--- config.mk ---
export PLATFORM = sky130hd
export DESIGN_NAME = gyro_tx_arb
export DESIGN_NICKNAME = d
export VERILOG_FILES = /design/src/rtl/gyro_tx_arb.sv
export SDC_FILE = /design/constraint.sdc
export NUM_CORES = 1
export LEC_CHECK = 0
export ABC_CLOCK_PERIOD_IN_PS = 3400
export CORE_UTILIZATION = 43
export DETAILED_ROUTE_END_ITERATION = 8
export PLACE_DENSITY = 0.81
export SLEW_MARGIN = 10
export SYNTH_ARGS = -nofsm -noshare
export SYNTH_HDL_FRONTEND = slang
export SYNTH_SLANG_ARGS = --single-unit
export TNS_END_PERCENT = 5
--- constraint.sdc ---
create_clock -name clk -period 3.4 [get_ports clk]
set_clock_uncertainty 0.15 [all_clocks]
set_input_delay 0.34 -clock clk [delete_from_list [all_inputs] [get_ports clk]]
set_output_delay 0.34 -clock clk [all_outputs]
set_load 0.01 [all_outputs]
--- src/rtl/gyro_tx_arb.sv ---
// Packet-granular 2:1 AXI-stream arbiter (s0 = DMA, s1 = command) with optional length cap.
// Optional stall watchdog enabled by defining GYRO_TX_ARB_WDOG_EN.
module gyro_tx_arb #(
    parameter int DW       = 32,
    parameter int LW       = 8,
    parameter int WDOG_CYC = 1024
) (
    input  logic          clk,
    input  logic          rstn,
    input  logic [DW-1:0] s0_tdata,
    input  logic          s0_tvalid,
    input  logic          s0_tlast,
    output logic          s0_tready,
    input  logic [DW-1:0] s1_tdata,
    input  logic          s1_tvalid,
    input  logic          s1_tlast,
    output logic          s1_tready,
    output logic [DW-1:0] m_tdata,
    output logic          m_tvalid,
    output logic          m_tlast,
    input  logic          m_tready,
    input  logic          cfg_prio,
    input  logic [LW-1:0] cfg_max_len,
    output logic [1:0]    grant,
    output logic          busy,
    output logic [15:0]   pkt_cnt0,
    output logic [15:0]   pkt_cnt1,
    output logic          err_trunc,
    output logic          err_wdog
);
    typedef enum logic [1:0] {IDLE, GRANT, DRAIN} state_t;

    state_t        state, state_nx;
    logic          sel, sel_nx;
    logic          last_grant, last_grant_nx;
    logic          pick;
    logic [LW-1:0] beat_cnt, beat_cnt_nx;
    logic [LW-1:0] max_len_q, max_len_nx;
    logic          pkt_inc;
    logic          err_trunc_nx, err_wdog_nx;

    logic          own_valid, own_last, trunc_hit, hs, wdog_hit;
    logic [DW-1:0] own_data;

    assign own_valid = sel ? s1_tvalid : s0_tvalid;
    assign own_last  = sel ? s1_tlast  : s0_tlast;
    assign own_data  = sel ? s1_tdata  : s0_tdata;
    assign trunc_hit = (max_len_q != '0) && (beat_cnt == max_len_q - LW'(1));
    assign hs        = own_valid && m_tready;

`ifdef GYRO_TX_ARB_WDOG_EN
    localparam int SW = $clog2(WDOG_CYC + 1);
    logic [SW-1:0] stall_cnt;

    // Only an idle owner counts; downstream back-pressure keeps own_valid high.
    assign wdog_hit = (state != IDLE) && !own_valid && (stall_cnt == SW'(WDOG_CYC - 1));

    always_ff @(posedge clk or negedge rstn) begin
        if (!rstn)
            stall_cnt <= '0;
        else if (state == IDLE || own_valid || wdog_hit)
            stall_cnt <= '0;
        else
            stall_cnt <= stall_cnt + SW'(1);
    end
`else
    logic wdog_unused;
    assign wdog_unused = (WDOG_CYC > 0);
    assign wdog_hit    = 1'b0;
`endif

    always_comb begin
        state_nx      = state;
        sel_nx        = sel;
        last_grant_nx = last_grant;
        beat_cnt_nx   = beat_cnt;
        max_len_nx    = max_len_q;
        pick          = 1'b0;
        pkt_inc       = 1'b0;
        err_trunc_nx  = 1'b0;
        err_wdog_nx   = 1'b0;
        m_tvalid      = 1'b0;
        m_tdata       = '0;
        m_tlast       = 1'b0;
        s0_tready     = 1'b0;
        s1_tready     = 1'b0;
        unique case (state)
            IDLE: begin
                max_len_nx  = cfg_max_len;
                beat_cnt_nx = '0;
                if (s0_tvalid || s1_tvalid) begin
                    if (cfg_prio)
                        pick = !s0_tvalid;
                    else if (s0_tvalid && s1_tvalid)
                        pick = !last_grant;
                    else
                        pick = s1_tvalid;
                    sel_nx        = pick;
                    last_grant_nx = pick;
                    state_nx      = GRANT;
                end
            end
            GRANT: begin
                m_tvalid  = own_valid;
                m_tdata   = own_data;
                m_tlast   = own_last || trunc_hit;
                s0_tready = !sel && m_tready;
                s1_tready = sel && m_tready;
                if (hs) begin
                    if (beat_cnt != '1)
                        beat_cnt_nx = beat_cnt + LW'(1);
                    if (own_last) begin
                        pkt_inc  = 1'b1;
                        state_nx = IDLE;
                    end else if (trunc_hit) begin
                        pkt_inc      = 1'b1;
                        err_trunc_nx = 1'b1;
                        state_nx     = DRAIN;
                    end
                end
            end
            DRAIN: begin
                // Swallow the rest of the over-long packet without forwarding it.
                s0_tready = !sel;
                s1_tready = sel;
                if (own_valid && own_last)
                    state_nx = IDLE;
            end
            default: state_nx = IDLE;
        endcase
        if (wdog_hit) begin
            state_nx      = IDLE;
            err_wdog_nx   = 1'b1;
            last_grant_nx = sel;
        end
    end

    always_ff @(posedge clk or negedge rstn) begin
        if (!rstn) begin
            state      <= IDLE;
            sel        <= 1'b0;
            last_grant <= 1'b1;
            beat_cnt   <= '0;
            max_len_q  <= '0;
            pkt_cnt0   <= '0;
            pkt_cnt1   <= '0;
            err_trunc  <= 1'b0;
            err_wdog   <= 1'b0;
            grant      <= 2'b00;
            busy       <= 1'b0;
        end else begin
            state      <= state_nx;
            sel        <= sel_nx;
            last_grant <= last_grant_nx;
            beat_cnt   <= beat_cnt_nx;
            max_len_q  <= max_len_nx;
            err_trunc  <= err_trunc_nx;
            err_wdog   <= err_wdog_nx;
            busy       <= (state_nx != IDLE);
            grant      <= (state_nx == IDLE) ? 2'b00 : (sel_nx ? 2'b10 : 2'b01);
            if (pkt_inc) begin
                if (sel)
                    pkt_cnt1 <= pkt_cnt1 + 16'd1;
                else
                    pkt_cnt0 <= pkt_cnt0 + 16'd1;
            end
        end
    end
endmodule

==> load_flow_metrics.sql, run 1 <==
INSERT INTO impl_metrics (metric_group, metric, value, unit) VALUES
('status', 'outcome', 'finished clean', ''),
('clocking', 'clock_sinks', '56', ''),
('grt', 'global_route.peak_usage_layer', 'met2', ''),
('floorplan', 'die_width', '94.1', 'um'),
('floorplan', 'floorplan.initialDensity', '0.444', ''),
('worst_setup_path', 'worstSetupPathType', 'register to output port', ''),
('grt', 'first_pass_grt_wire_length', '15300', 'um'),
('synthesis', 'number_of_instances_in_the_synthesized_netlist', '377', ''),
('detailed_routing', 'remaining_antenna_violation_count_after_routing', '0', ''),
('worst_setup_path', 'critical_path.top_delay_family', 'buffers and inverters', ''),
('placed_design', 'port_buffers', '151', ''),
('detailed_routing', 'post_drt_via_cell_ratio', '5.23', ''),
('floorplan', 'floorplan.die.height', '94.1', 'um'),
('grt', 'grt.overflow.total', '0', ''),
('worst_setup_path', 'r2r_cells', '7', ''),
('sta', 'max_freq', '313', 'MHz'),
('clocking', 'clk-insertion-delay-late', '310', 'ps'),
('synthesis', 'synthDominantCellAreaShare', '0.377', ''),
('sta', 'maxSlewViolCount', '0', ''),
('worst_setup_path', 'r2r-start', 'state[1]', ''),
('grt', 'via_count_of_the_first_global_routing_pass', '3304', ''),
('sta', 'setup_tns', '0', 'ps'),
('finish', 'final_area', '5420', 'sq um'),
('worst_setup_path', 'crit_path_end', 'm_tlast', ''),
('grt', 'grt_util_met2', '0.359', ''),
('detailed_routing', 'route.detailed.drc', '0', ''),
('sta', 'final_critical_path_setup_slack', '208', 'ps'),
('finish', 'layout.cells.non_filler', '636', ''),
('synthesis', 'synth-edff-count', '0', ''),
('worst_setup_path', 'worstPathCellList', 'inv_1 -> ha_1 -> xnor2_1 -> a311o_1 -> nor3b_4 -> nand4_2 -> a21boi_0 -> clkdlybuf4s50_1', ''),
('placed_design', 'dpl.cell_count', '626', ''),
('sta', 'rsz_0062_raised_after_global_routing', 'false', ''),
('synthesis', 'synth_async_sr_flop_share', '1.00', ''),
('clocking', 'ctsLongestPathBuffers', '2', ''),
('flow_run', 'timing.max_cap.violations', '0', ''),
('detailed_routing', 'drt_pre_antenna_iters', '5', ''),
('detailed_routing', 'wl_per_cell', '15.0', 'um'),
('finish', 'net_count_reported_at_finish', '618', ''),
('sta', 'relative_slew_slack', '0.492', ''),
('synthesis', 'synth_sequential_area_ratio', '0.384', ''),
('finish', 'antenna-diode-count', '0', ''),
('placed_design', 'dp_hpwl', '7320', 'um'),
('worst_setup_path', 'setup_slack_reg_to_reg', '590', 'ps'),
('clocking', 'tritoncts_buffers', '5', ''),
('grt', 'grt_antenna_before_repair', '0', ''),
('worst_setup_path', 'worst-path-max-fanout', '3', ''),
('sta', 'setup_violations', '0', ''),
('detailed_routing', 'routed_wirelength', '9570', 'um'),
('worst_setup_path', 'cp_slowest_cell', 'sky130_fd_sc_hd__clkdlybuf4s50_1', ''),
('floorplan', 'fp.dieArea', '8860', 'sq um'),
('worst_setup_path', 'worstPathArrival', '2700', 'ps'),
('synthesis', 'syn_area', '3650', 'sq um'),
('clocking', 'clk_pin_slew', '100', 'ps'),
('clocking', 'clock_tree_root_buffer_cell', 'sky130_fd_sc_hd__clkbuf_8', ''),
('worst_setup_path', 'crit-reg2reg-capture', 'pkt_cnt0[1]', ''),
('synthesis', 'post-synth-top-area-cell', 'sky130_fd_sc_hd__dfrtp_1', ''),
('power', 'p_leak', '2.39', 'nW'),
('placed_design', 'dpl-instance-area', '5290', 'sq um'),
('sta', 'timing.hold.ws', '330', 'ps'),
('power', 'ir_worst_vdd', '0.366', 'mV'),
('floorplan', 'floorplan.core_area', '8220', 'sq um'),
('grt', 'grt_max_degree', '36', ''),
('worst_setup_path', 'setup.worst_path.start', 'max_len_q[0]', ''),
('worst_setup_path', 'critical_path_buf_inv_count', '2', ''),
('floorplan', 'io_pins', '153', ''),
('worst_setup_path', 'endpoint_class_of_the_critical_path', 'output port', ''),
('synthesis', 'synth.net_count', '465', ''),
('sta', 'timing.final.crit_share', '0.939', ''),
('grt', 'met3_layer_usage_reported_by_global_route', '0.0518', ''),
('synthesis', 'synth_area_leaders', 'sky130_fd_sc_hd__dfrtp_1 (38%), sky130_fd_sc_hd__mux2i_1 (9.6%), sky130_fd_sc_hd__xor2_1 (8.6%)', ''),
('grt', 'grt.total_usage', '0.218', '');
-- layout make-up --
cell class	count	area (sq um)
clock inverters	2	38.8
flip-flops and latches	56	1400
inverters	11	41.3
multi-input cells	294	2140
fillers	629	2790
repair buffers	162	1590
well taps	105	131
clock buffers	6	72.6
-- logic make-up (layout without fill, tap and decap cells) --
logic type	count (synthesis)	in the layout	synth area share
simple gates	156	156	0.239
flops	56	56	0.384
xor+xnor	47	47	0.113
mux	43	43	0.121
compound gates	39	39	0.0840
buf+inv	27	181	0.0312
fa+ha+maj	8	8	0.0274
other cells	1	1	0.00103
-- power by group --
part	leakage, nW	switching (mW)	internal (mW)
Sequential	0.740	0.189	0.792
Combinational	1.60	0.890	1.01
Clock	0.0558	0.217	0.223
-- registers in the layout, summed over array words and instances (netlist names) --
register	flops
beat_cnt	8
busy	1
err_trunc	1
grant	2
last_grant	1
max_len_q	8
pkt_cnt0	16
pkt_cnt1	16
sel	1
state	2
-- metal layers --
metal	vias to the layer above	wire length, um
li1	1633	-
met1	1548	4070
met2	134	4780
met3	11	640
met4	0	77
met5	-	0
-- Yosys cell counts, drive strengths merged, types with 11 or more instances --
cell type / n
nand3: 16
clkbuf: 13
mux2i: 35
nand2: 26
a21oi: 11
inv: 11
xnor2: 11
nor2b: 35
dfrtp: 55
nand4: 11
nor3: 19
xor2: 36
nor2: 19
-- worst register-to-register path, cell delays in order, from the launching register on --
cell                      delay [ps]
sky130_fd_sc_hd__dfrtp_1         440
sky130_fd_sc_hd__inv_1           100
sky130_fd_sc_hd__ha_1            540
sky130_fd_sc_hd__nand2_1         170
sky130_fd_sc_hd__inv_1           120
sky130_fd_sc_hd__nand3_1         450
sky130_fd_sc_hd__nor2_1          370
sky130_fd_sc_hd__mux2_2          370
-- how the worst min path moves through the flow --
| stage | startpoint | to | slack (ps) | cells after the start |
|---|---|---|---|---|
| finish | pkt_cnt0[15] | pkt_cnt0[15] | 330 | 1 |
| detailed placement | rstn | pkt_cnt1[9] | 300 | 1 |
| floorplan | rstn | beat_cnt[0] | -110 | 0 |
| global route | pkt_cnt1[5] | pkt_cnt1[5] | 360 | 1 |
| global placement | rstn | pkt_cnt1[9] | 300 | 1 |
| CTS | pkt_cnt0[15] | pkt_cnt0[15] | 340 | 1 |
-- timing repair --
| item | in CTS | in global routing |
|---|---|---|
| hold buffers | 1 | 0 |
| buffers inserted | 0 | 1 |
| endpoints found under the hold margin | 34 | 0 |
| resized for setup | 0 | 2 |
| setup endpoints to repair | 0 | 1 |
-- cell usage in the layout (no fill, tap or decap), types with 2 or more instances in the layout --
master                            instances
sky130_fd_sc_hd__nor2b_1                 34
sky130_fd_sc_hd__buf_4                   10
sky130_fd_sc_hd__a22o_1                   2
sky130_fd_sc_hd__a41oi_4                  2
sky130_fd_sc_hd__and3b_1                  2
sky130_fd_sc_hd__clkdlybuf4s50_1        150
sky130_fd_sc_hd__nor3b_1                  6
sky130_fd_sc_hd__nand3_1                 16
sky130_fd_sc_hd__mux2_2                   8
sky130_fd_sc_hd__dfrtp_1                 54
sky130_fd_sc_hd__nand4_1                 10
sky130_fd_sc_hd__xnor2_1                 11
sky130_fd_sc_hd__mux2i_1                 35
sky130_fd_sc_hd__xor2_1                  36
sky130_fd_sc_hd__or3_1                    3
sky130_fd_sc_hd__and2_1                   3
sky130_fd_sc_hd__nor3_1                  19
sky130_fd_sc_hd__o21ai_0                  8
sky130_fd_sc_hd__a31oi_1                  2
sky130_fd_sc_hd__inv_1                   11
sky130_fd_sc_hd__nor4_1                   6
sky130_fd_sc_hd__ha_1                     8
sky130_fd_sc_hd__a21oi_1                 11
sky130_fd_sc_hd__and3_1                   5
sky130_fd_sc_hd__nand2_1                 26
sky130_fd_sc_hd__nor2_1                  19
sky130_fd_sc_hd__clkbuf_8                 5
Power figures use the tool's default switching activity.
==> run 2: changes to the inputs <==
--- a/config.mk
+++ b/config.mk
@@ -5,10 +5,11 @@
 export SDC_FILE = /design/constraint.sdc
 export NUM_CORES = 1
 export LEC_CHECK = 0
-export ABC_CLOCK_PERIOD_IN_PS = 3400
-export CORE_UTILIZATION = 43
+export ABC_AREA = 1
+export ABC_CLOCK_PERIOD_IN_PS = 2850
+export CORE_UTILIZATION = 40
 export DETAILED_ROUTE_END_ITERATION = 8
-export PLACE_DENSITY = 0.81
+export PLACE_DENSITY = 0.78
 export SLEW_MARGIN = 10
 export SYNTH_ARGS = -nofsm -noshare
 export SYNTH_HDL_FRONTEND = slang
==> constraint.sdc (replaced) <==
create_clock -name clk -period 2.85 [get_ports clk]
set_clock_uncertainty 0.15 [all_clocks]
set_input_delay 0.285 -clock clk [delete_from_list [all_inputs] [get_ports clk]]
set_output_delay 0.285 -clock clk [all_outputs]
set_load 0.01 [all_outputs]
==> run 2 against run 1 <==
Sequential power is 26% higher. Sequential share of layout area is 0.82 points lower. Flip-flop and latch count stayed put. Area after synthesis is 4.7% higher. Via count is 23% higher. Critical endpoint is now m_tdata[7]. Highest routed layer unchanged.
==> load_flow_metrics.sql, run 2 <==
INSERT INTO impl_metrics (metric_group, metric, value, unit) VALUES
('status', 'outcome', 'finished clean', ''),
('sta', 'timing.final.crit_share', '0.958', ''),
('worst_setup_path', 'worst-path-max-fanout', '24', ''),
('synthesis', 'leading_cell_type_by_number_of_instances_after_synthesis', 'sky130_fd_sc_hd__nand2_1', ''),
('synthesis', 'synth_area_leaders', 'sky130_fd_sc_hd__dfrtp_1 (36%), sky130_fd_sc_hd__nand2_1 (13%), sky130_fd_sc_hd__nor2_1 (9.7%)', ''),
('worst_setup_path', 'worst_ep_required_time', '2410', 'ps'),
('synthesis', 'synthDominantCellAreaShare', '0.360', ''),
('synthesis', 'syn_area', '3820', 'sq um'),
('worst_setup_path', 'endpoint_class_of_the_critical_path', 'output port', ''),
('worst_setup_path', 'worstPathCellList', 'inv_1 -> ha_1 -> buf_4 -> o21ai_0 -> nor2_1 -> clkdlybuf4s50_1', ''),
('power', 'power.density_cell_area', '829', 'nW/um^2'),
('floorplan', 'floorplan.core_area', '9240', 'sq um'),
('worst_setup_path', 'worstPathArrival', '2300', 'ps'),
('worst_setup_path', 'worstSetupPathType', 'register to output port', ''),
('finish', 'mostFrequentLayoutCell', 'sky130_fd_sc_hd__clkdlybuf4s50_1', ''),
('sta', 'max_freq', '366', 'MHz'),
('finish', 'net_count_reported_at_finish', '798', ''),
('sta', 'relative_slew_slack', '0.556', ''),
('clocking', 'clk-insertion-delay-late', '320', 'ps'),
('clocking', 'cts_max_level', '2', ''),
('synthesis', 'synth-edff-count', '0', ''),
('flow_run', 'timing.max_cap.violations', '0', ''),
('synthesis', 'synth.net_count', '648', ''),
('grt', 'grt_antenna_before_repair', '1', ''),
('synthesis', 'synth_sequential_area_ratio', '0.367', ''),
('sta', 'hold_viol', '0', ''),
('synthesis', 'number_of_instances_in_the_synthesized_netlist', '560', ''),
('finish', 'top_regs', 'pkt_cnt0: 16 flops, pkt_cnt1: 16 flops', ''),
('floorplan', 'io_pins', '153', ''),
('clocking', 'clock_tree_root_buffer_cell', 'sky130_fd_sc_hd__clkbuf_8', ''),
('synthesis', 'yosys_register_bits', '56', ''),
('synthesis', 'synth.distinct_cells', '35', ''),
('finish', 'final_layout_size_suffix_gt1_frac', '0.0549', ''),
('finish', 'layout.cells.non_filler', '841', ''),
('synthesis', 'yosysWarnings', '0', ''),
('clocking', 'ctsLongestPathBuffers', '2', ''),
('grt', 'first_pass_grt_wire_length', '17900', 'um'),
('worst_setup_path', 'critical_path_buf_inv_count', '3', ''),
('worst_setup_path', 'r2r-start', 'max_len_q[0]', ''),
('grt', 'via_count_of_the_first_global_routing_pass', '3896', ''),
('clocking', 'tritoncts_buffers', '5', ''),
('synthesis', 'post-synth-top-area-cell', 'sky130_fd_sc_hd__dfrtp_1', ''),
('detailed_routing', 'via_count', '4104', ''),
('placed_design', 'place_congestion', '0.867', ''),
('detailed_routing', 'drt_iter0_markers', '110', ''),
('worst_setup_path', 'critical_path.top_delay_family', 'buffers and inverters', ''),
('finish', 'share_of_the_core_filled_with_cells_in_the_final_layout', '0.606', ''),
('finish', 'syn2layout_area_growth', '46.4', '%'),
('placed_design', 'port_buffers', '151', ''),
('worst_hold_path', 'hold_path_class', 'register to register', ''),
('placed_design', 'dpl.cell_count', '830', ''),
('detailed_routing', 'route.detailed.drc', '0', ''),
('sta', 'setup_violations', '0', ''),
('detailed_routing', 'remaining_antenna_violation_count_after_routing', '0', ''),
('placed_design', 'dp_hpwl', '8670', 'um'),
('detailed_routing', 'post_drt_via_cell_ratio', '4.88', ''),
('clocking', 'cts_tree', 'yes', ''),
('synthesis', 'average_cell_area_after_synthesis', '6.83', 'sq um'),
('worst_hold_path', 'worst_hold_startpoint', 'last_grant', ''),
('synthesis', 'synth.top_cells.by_count', 'sky130_fd_sc_hd__nand2_1 (136), sky130_fd_sc_hd__nor2_1 (99), sky130_fd_sc_hd__o21ai_0 (65)', ''),
('floorplan', 'floorplan.die.height', '99.8', 'um'),
('worst_setup_path', 'r2r_cells', '16', ''),
('sta', 'rsz_0062_raised_after_global_routing', 'false', ''),
('worst_setup_path', 'start_kind', 'register', ''),
('detailed_routing', 'routed_wirelength', '11100', 'um'),
('grt', 'grt_max_degree', '37', ''),
('worst_setup_path', 'crit-reg2reg-capture', 'pkt_cnt0[3]', ''),
('power', 'power', '4.64', 'mW'),
('grt', 'grt.total_usage', '0.224', ''),
('finish', 'most-common-layout-cells', 'sky130_fd_sc_hd__clkdlybuf4s50_1 (149), sky130_fd_sc_hd__nand2_1 (136), sky130_fd_sc_hd__nor2_1 (98)', ''),
('floorplan', 'fp.dieArea', '9950', 'sq um'),
('sta', 'worstMarginPinSlew', '665', 'ps'),
('power', 'ir_worst_vdd', '0.398', 'mV'),
('sta', 'timing.final.crit_period', '2730', 'ps'),
('worst_setup_path', 'crit_path_max_incr_delay', '560', 'ps'),
('grt', 'grt.overflow.total', '0', ''),
('power', 'p_leak', '2.49', 'nW'),
('worst_setup_path', 'cp_slowest_cell', 'sky130_fd_sc_hd__clkdlybuf4s50_1', ''),
('worst_hold_path', 'worstHoldPathCells', '2', ''),
('detailed_routing', 'drt_pre_antenna_iters', '5', ''),
('clocking', 'clk_pin_slew', '100', 'ps'),
('sta', 'setup_tns', '0', 'ps'),
('synthesis', 'synth_async_sr_flop_share', '1.00', ''),
('clocking', 'clock_sinks', '56', ''),
('detailed_routing', 'wl_per_cell', '13.2', 'um'),
('synthesis', 'synthFlopType', 'sky130_fd_sc_hd__dfrtp_1', ''),
('sta', 'maxSlewViolCount', '0', ''),
('floorplan', 'floorplan.initialDensity', '0.414', ''),
('worst_setup_path', 'setup_slack_reg_to_reg', '350', 'ps'),
('floorplan', 'die_width', '99.8', 'um'),
('floorplan', 'std_cell_rows', '35', ''),
('worst_hold_path', 'hold-path-endpoint', 'last_grant', '');
==> run 2: cell count changes after synthesis, sizes merged, moves of 9 or more <==
cell,delta
nand4,-9
xor2,-20
nand2,+111
nor2b,-35
nor2,+85
nand3,+18
inv,+53
o21ai,+63
mux2i,-35
==> run 2: kinds of logic after synthesis <==
family / share of synthesized area
other: 0.000981
flip-flops: 0.367
XOR/XNOR: 0.0700
buffers and inverters: 0.0897
AO/OA/AOI/OAI: 0.110
AND/OR/NAND/NOR: 0.336
adder cells (fa/ha/maj): 0.0262
==> run 2: area by class of cell <==
type / instances / area [sq um]
multi-input combinational: 421 / 2080
tap: 129 / 161
clock buffer: 5 / 68.8
antenna: 1 / 2.50
fill: 837 / 3640
sequential: 56 / 1400
timing repair buffer: 160 / 1580
clock inverter: 3 / 46.3
inverter: 66 / 250
==> run 2: stage by stage <==
step | instance area (sq um) | hold slack (ps) | worst slack [ps]
3_3_place_gp | 5460 | 195 | 251
4_1_cts | 5590 | 352 | 134
3_5_place_dp | 5460 | 208 | 176
2_1_floorplan | 3820 | -161 | 784
6_report | 5600 | 347 | 120
5_1_grt | 5600 | 368 | 2.53
==> run 2: power by group <==
group	switching, mW	internal [mW]	leakage [nW]
combinational	1.56	1.28	1.70
sequential	0.205	1.03	0.721
clock	0.287	0.267	0.0600
==> run 2: worst max path at each step <==
| stage | from | to | depth (start not counted) |
|---|---|---|---|
| 2_1_floorplan | max_len_q[0] | pkt_cnt0[8] | 14 |
| 3_3_place_gp | max_len_q[0] | m_tlast | 13 |
| 3_5_place_dp | max_len_q[0] | m_tlast | 13 |
| 4_1_cts | state[1] | m_tdata[2] | 6 |
| 5_1_grt | state[1] | m_tdata[7] | 6 |
| 6_report | state[1] | m_tdata[7] | 6 |
==> run 2: what timing repair did <==
item | 4_1_cts | 5_1_grt
resized for setup | 1 | 3
pin swaps | 1 | 0
setup buffers | 1 | 0
hold buffers | 1 | 0
setup endpoints to repair | 1 | 1
endpoints found under the hold margin | 26 | 0
==> run 2: worst min-delay path, stage by stage (launching register included) <==
cell and delay (ps):
sky130_fd_sc_hd__dfstp_2 380, sky130_fd_sc_hd__o21ai_0 60, sky130_fd_sc_hd__nand2_1 60
==> run 2: layer usage <==
metal	vias to the layer above	part of all wire	wire, um	track usage
met5	-	0	0	0
met4	0	0.011	121	0.0566
met3	15	0.066	730	0.0485
met2	125	0.51	5680	0.420
met1	1891	0.41	4540	0.257
li1	2073	-	-	-
==> run 3: changes to the inputs <==
--- a/config.mk
+++ b/config.mk
@@ -7,6 +7,7 @@
 export LEC_CHECK = 0
 export ABC_AREA = 1
 export ABC_CLOCK_PERIOD_IN_PS = 2850
+export CORE_MARGIN = 10
 export CORE_UTILIZATION = 40
 export DETAILED_ROUTE_END_ITERATION = 8
 export PLACE_DENSITY = 0.78
==> run 3 against run 2 <==
Register-to-register slack better by 30 ps. Cell count decreased by 0.12%. Clock power decreased by 17%. Sequential share of layout area is 0.14 points higher. Sequential power barely moved. Via count down 3.3%. Worst hold slack got worse by 360 ps. Combinational power hardly changed. Fmax up 2.7%. Count of clock-buffer cells in the layout did not move. Die area rose by 39%. Worst setup slack improved by 71 ps. The flow now finishes with violations (negative hold slack).
==> load_flow_metrics.sql, run 3 (synthesis results as in run 2) <==
INSERT INTO impl_metrics (metric_group, metric, value, unit) VALUES
('finish', 'share_of_the_core_filled_with_cells_in_the_final_layout', '0.599', ''),
('sta', 'final_critical_path_setup_slack', '191', 'ps'),
('worst_setup_path', 'worstPathArrival', '2220', 'ps'),
('flow_run', 'timing.max_cap.violations', '0', ''),
('clocking', 'tritoncts_buffers', '5', ''),
('finish', 'net_count_reported_at_finish', '798', ''),
('worst_setup_path', 'crit_path_end', 'm_tdata[11]', ''),
('grt', 'global_route.peak_usage_layer', 'met2', ''),
('clocking', 'cts_max_level', '2', ''),
('worst_setup_path', 'worst-path-max-fanout', '23', ''),
('sta', 'timing.final.crit_share', '0.933', ''),
('detailed_routing', 'drt_iter0_markers', '184', ''),
('sta', 'setup_violations', '0', ''),
('clocking', 'ctsLongestPathBuffers', '2', ''),
('placed_design', 'dpl.cell_count', '831', ''),
('grt', 'grt.total_usage', '0.164', ''),
('detailed_routing', 'remaining_antenna_violation_count_after_routing', '0', ''),
('finish', 'top_regs', 'pkt_cnt0: 16 flops, pkt_cnt1: 16 flops', ''),
('worst_hold_path', 'hold_path_class', 'primary input to async pin', ''),
('grt', 'met3_layer_usage_reported_by_global_route', '0.0379', ''),
('worst_setup_path', 'worstSetupPathType', 'register to output port', ''),
('detailed_routing', 'post_drt_via_cell_ratio', '4.73', ''),
('clocking', 'clock_tree_root_buffer_cell', 'sky130_fd_sc_hd__clkbuf_8', ''),
('detailed_routing', 'via_count', '3970', ''),
('sta', 'worstMarginPinSlew', '1000', 'ps'),
('status', 'failed_checks', 'negative hold slack', ''),
('worst_setup_path', 'setup_slack_reg_to_reg', '380', 'ps'),
('clocking', 'cts-hold-fix-buffers', '0', ''),
('finish', 'fillerInstances', '862', ''),
('worst_setup_path', 'start_kind', 'register', ''),
('sta', 'timing.hold.ws', '-16.4', 'ps'),
('grt', 'grt_util_met2', '0.298', ''),
('sta', 'maxSlewViolCount', '0', ''),
('floorplan', 'fp.dieArea', '13900', 'sq um'),
('grt', 'global_route.usage.met1', '0.195', ''),
('finish', 'mostFrequentLayoutCell', 'sky130_fd_sc_hd__clkdlybuf4s50_1', ''),
('clocking', 'clk-insertion-delay-late', '310', 'ps'),
('sta', 'relative_slew_slack', '0.332', ''),
('worst_setup_path', 'worstPathCellList', 'inv_1 -> ha_2 -> buf_4 -> o21ai_0 -> nor2_1 -> clkdlybuf4s50_1', ''),
('worst_setup_path', 'r2r_cells', '16', ''),
('power', 'ir_worst_vdd', '0.385', 'mV'),
('sta', 'hold_viol', '21', ''),
('worst_setup_path', 'crit-reg2reg-capture', 'pkt_cnt1[4]', ''),
('worst_setup_path', 'crit_path_max_incr_delay', '580', 'ps'),
('finish', 'final_layout_size_suffix_gt1_frac', '0.0549', ''),
('floorplan', 'std_cell_rows', '35', ''),
('floorplan', 'floorplan.die.height', '118', 'um'),
('power', 'p_leak', '2.47', 'nW'),
('detailed_routing', 'drt_pre_antenna_iters', '4', ''),
('floorplan', 'floorplan.core_area', '9280', 'sq um'),
('detailed_routing', 'routed_wirelength', '11800', 'um'),
('floorplan', 'floorplan.initialDensity', '0.412', ''),
('finish', 'antenna-diode-count', '0', ''),
('floorplan', 'die_width', '118', 'um'),
('placed_design', 'port_buffers', '151', ''),
('power', 'power.density_cell_area', '816', 'nW/um^2'),
('floorplan', 'io_pins', '153', ''),
('detailed_routing', 'wl_per_cell', '14.1', 'um'),
('placed_design', 'place_congestion', '0.944', ''),
('worst_setup_path', 'endpoint_class_of_the_critical_path', 'output port', ''),
('grt', 'first_pass_grt_wire_length', '19400', 'um'),
('grt', 'grt.overflow.total', '0', ''),
('worst_setup_path', 'r2r-start', 'max_len_q[0]', ''),
('placed_design', 'dpl-instance-area', '5460', 'sq um'),
('placed_design', 'dp_hpwl', '9800', 'um'),
('sta', 'max_freq', '376', 'MHz'),
('clocking', 'clk_pin_slew', '110', 'ps'),
('finish', 'layout.cells.non_filler', '840', ''),
('grt', 'via_count_of_the_first_global_routing_pass', '3887', ''),
('worst_setup_path', 'cp_slowest_cell', 'sky130_fd_sc_hd__clkdlybuf4s50_1', ''),
('finish', 'syn2layout_area_growth', '45.6', '%'),
('finish', 'final_area', '5560', 'sq um'),
('worst_setup_path', 'setup.worst_path.start', 'state[1]', ''),
('placed_design', 'place_worst_setup_slack', '196', 'ps'),
('clocking', 'cts_tree', 'yes', ''),
('worst_setup_path', 'worst_ep_required_time', '2410', 'ps'),
('sta', 'timing.final.crit_period', '2660', 'ps'),
('clocking', 'clock_sinks', '56', ''),
('detailed_routing', 'route.detailed.drc', '0', ''),
('grt', 'grt_antenna_before_repair', '0', ''),
('finish', 'most-common-layout-cells', 'sky130_fd_sc_hd__clkdlybuf4s50_1 (149), sky130_fd_sc_hd__nand2_1 (136), sky130_fd_sc_hd__nor2_1 (99)', ''),
('grt', 'grt_max_degree', '46', ''),
('status', 'outcome', 'finished with violations', '');
run 3: worst min-delay path by stage:
| stage | from | end | depth (start not counted) | slack [ps] |
|---|---|---|---|---|
| 6_report | rstn | pkt_cnt0[2] | 1 | -20 |
| 3_5_place_dp | last_grant | last_grant | 2 | 350 |
| 4_1_cts | rstn | pkt_cnt0[3] | 1 | 30 |
| 2_1_floorplan | rstn | beat_cnt[0] | 0 | -160 |
| 3_3_place_gp | last_grant | last_grant | 2 | 320 |
| 5_1_grt | rstn | pkt_cnt1[14] | 1 | 60 |
run 3: layer usage:
layer  vias up  share of wire
met4         0         0.0043
met1      1783           0.45
met3         6          0.051
li1       2069              -
met2       112           0.49
met5         -              0
run 3: power breakdown:
part           leakage [nW]  total, mW  internal (mW)  switching, mW
combinational          1.70       2.85           1.28           1.57
sequential            0.721       1.23           1.03          0.195
clock                0.0463      0.461          0.181          0.280
run 3: metrics by stage:
step	setup TNS (ps)	power [mW]
after CTS	0	4.57
final	0	4.54
after global placement	0	4.03
after detailed placement	0	4.10
after floorplan	0	2.80
after global routing	-1.22	4.95
run 3: layout make-up:
class | instances | area [sq um] | share of cell area
Tap cell | 129 | 161 | 0.0290
Timing Repair Buffer | 160 | 1570 | 0.283
Clock inverter | 3 | 27.5 | 0.00495
Clock buffer | 5 | 68.8 | 0.0124
Multi-Input combinational cell | 421 | 2080 | 0.374
Inverter | 66 | 250 | 0.0450
Sequential cell | 56 | 1400 | 0.252
run 3: worst max-delay path, delay by kind of cell, from the launching register on:
family	cells	cell delay [ps]
buffers and inverters	3	950
DFF	1	430
AOI/OAI and AO/OA	1	110
and+or+nand+nor	1	150
adders and majority gates	1	280
run 3: timing repair:
| item | 4_1_cts | 5_1_grt |
|---|---|---|
| buffers inserted | 0 | 1 |
| gates resized for setup | 1 | 2 |
| pin swaps | 0 | 1 |
| hold endpoints to repair | 0 | 0 |
| setup endpoints to repair | 1 | 12 |
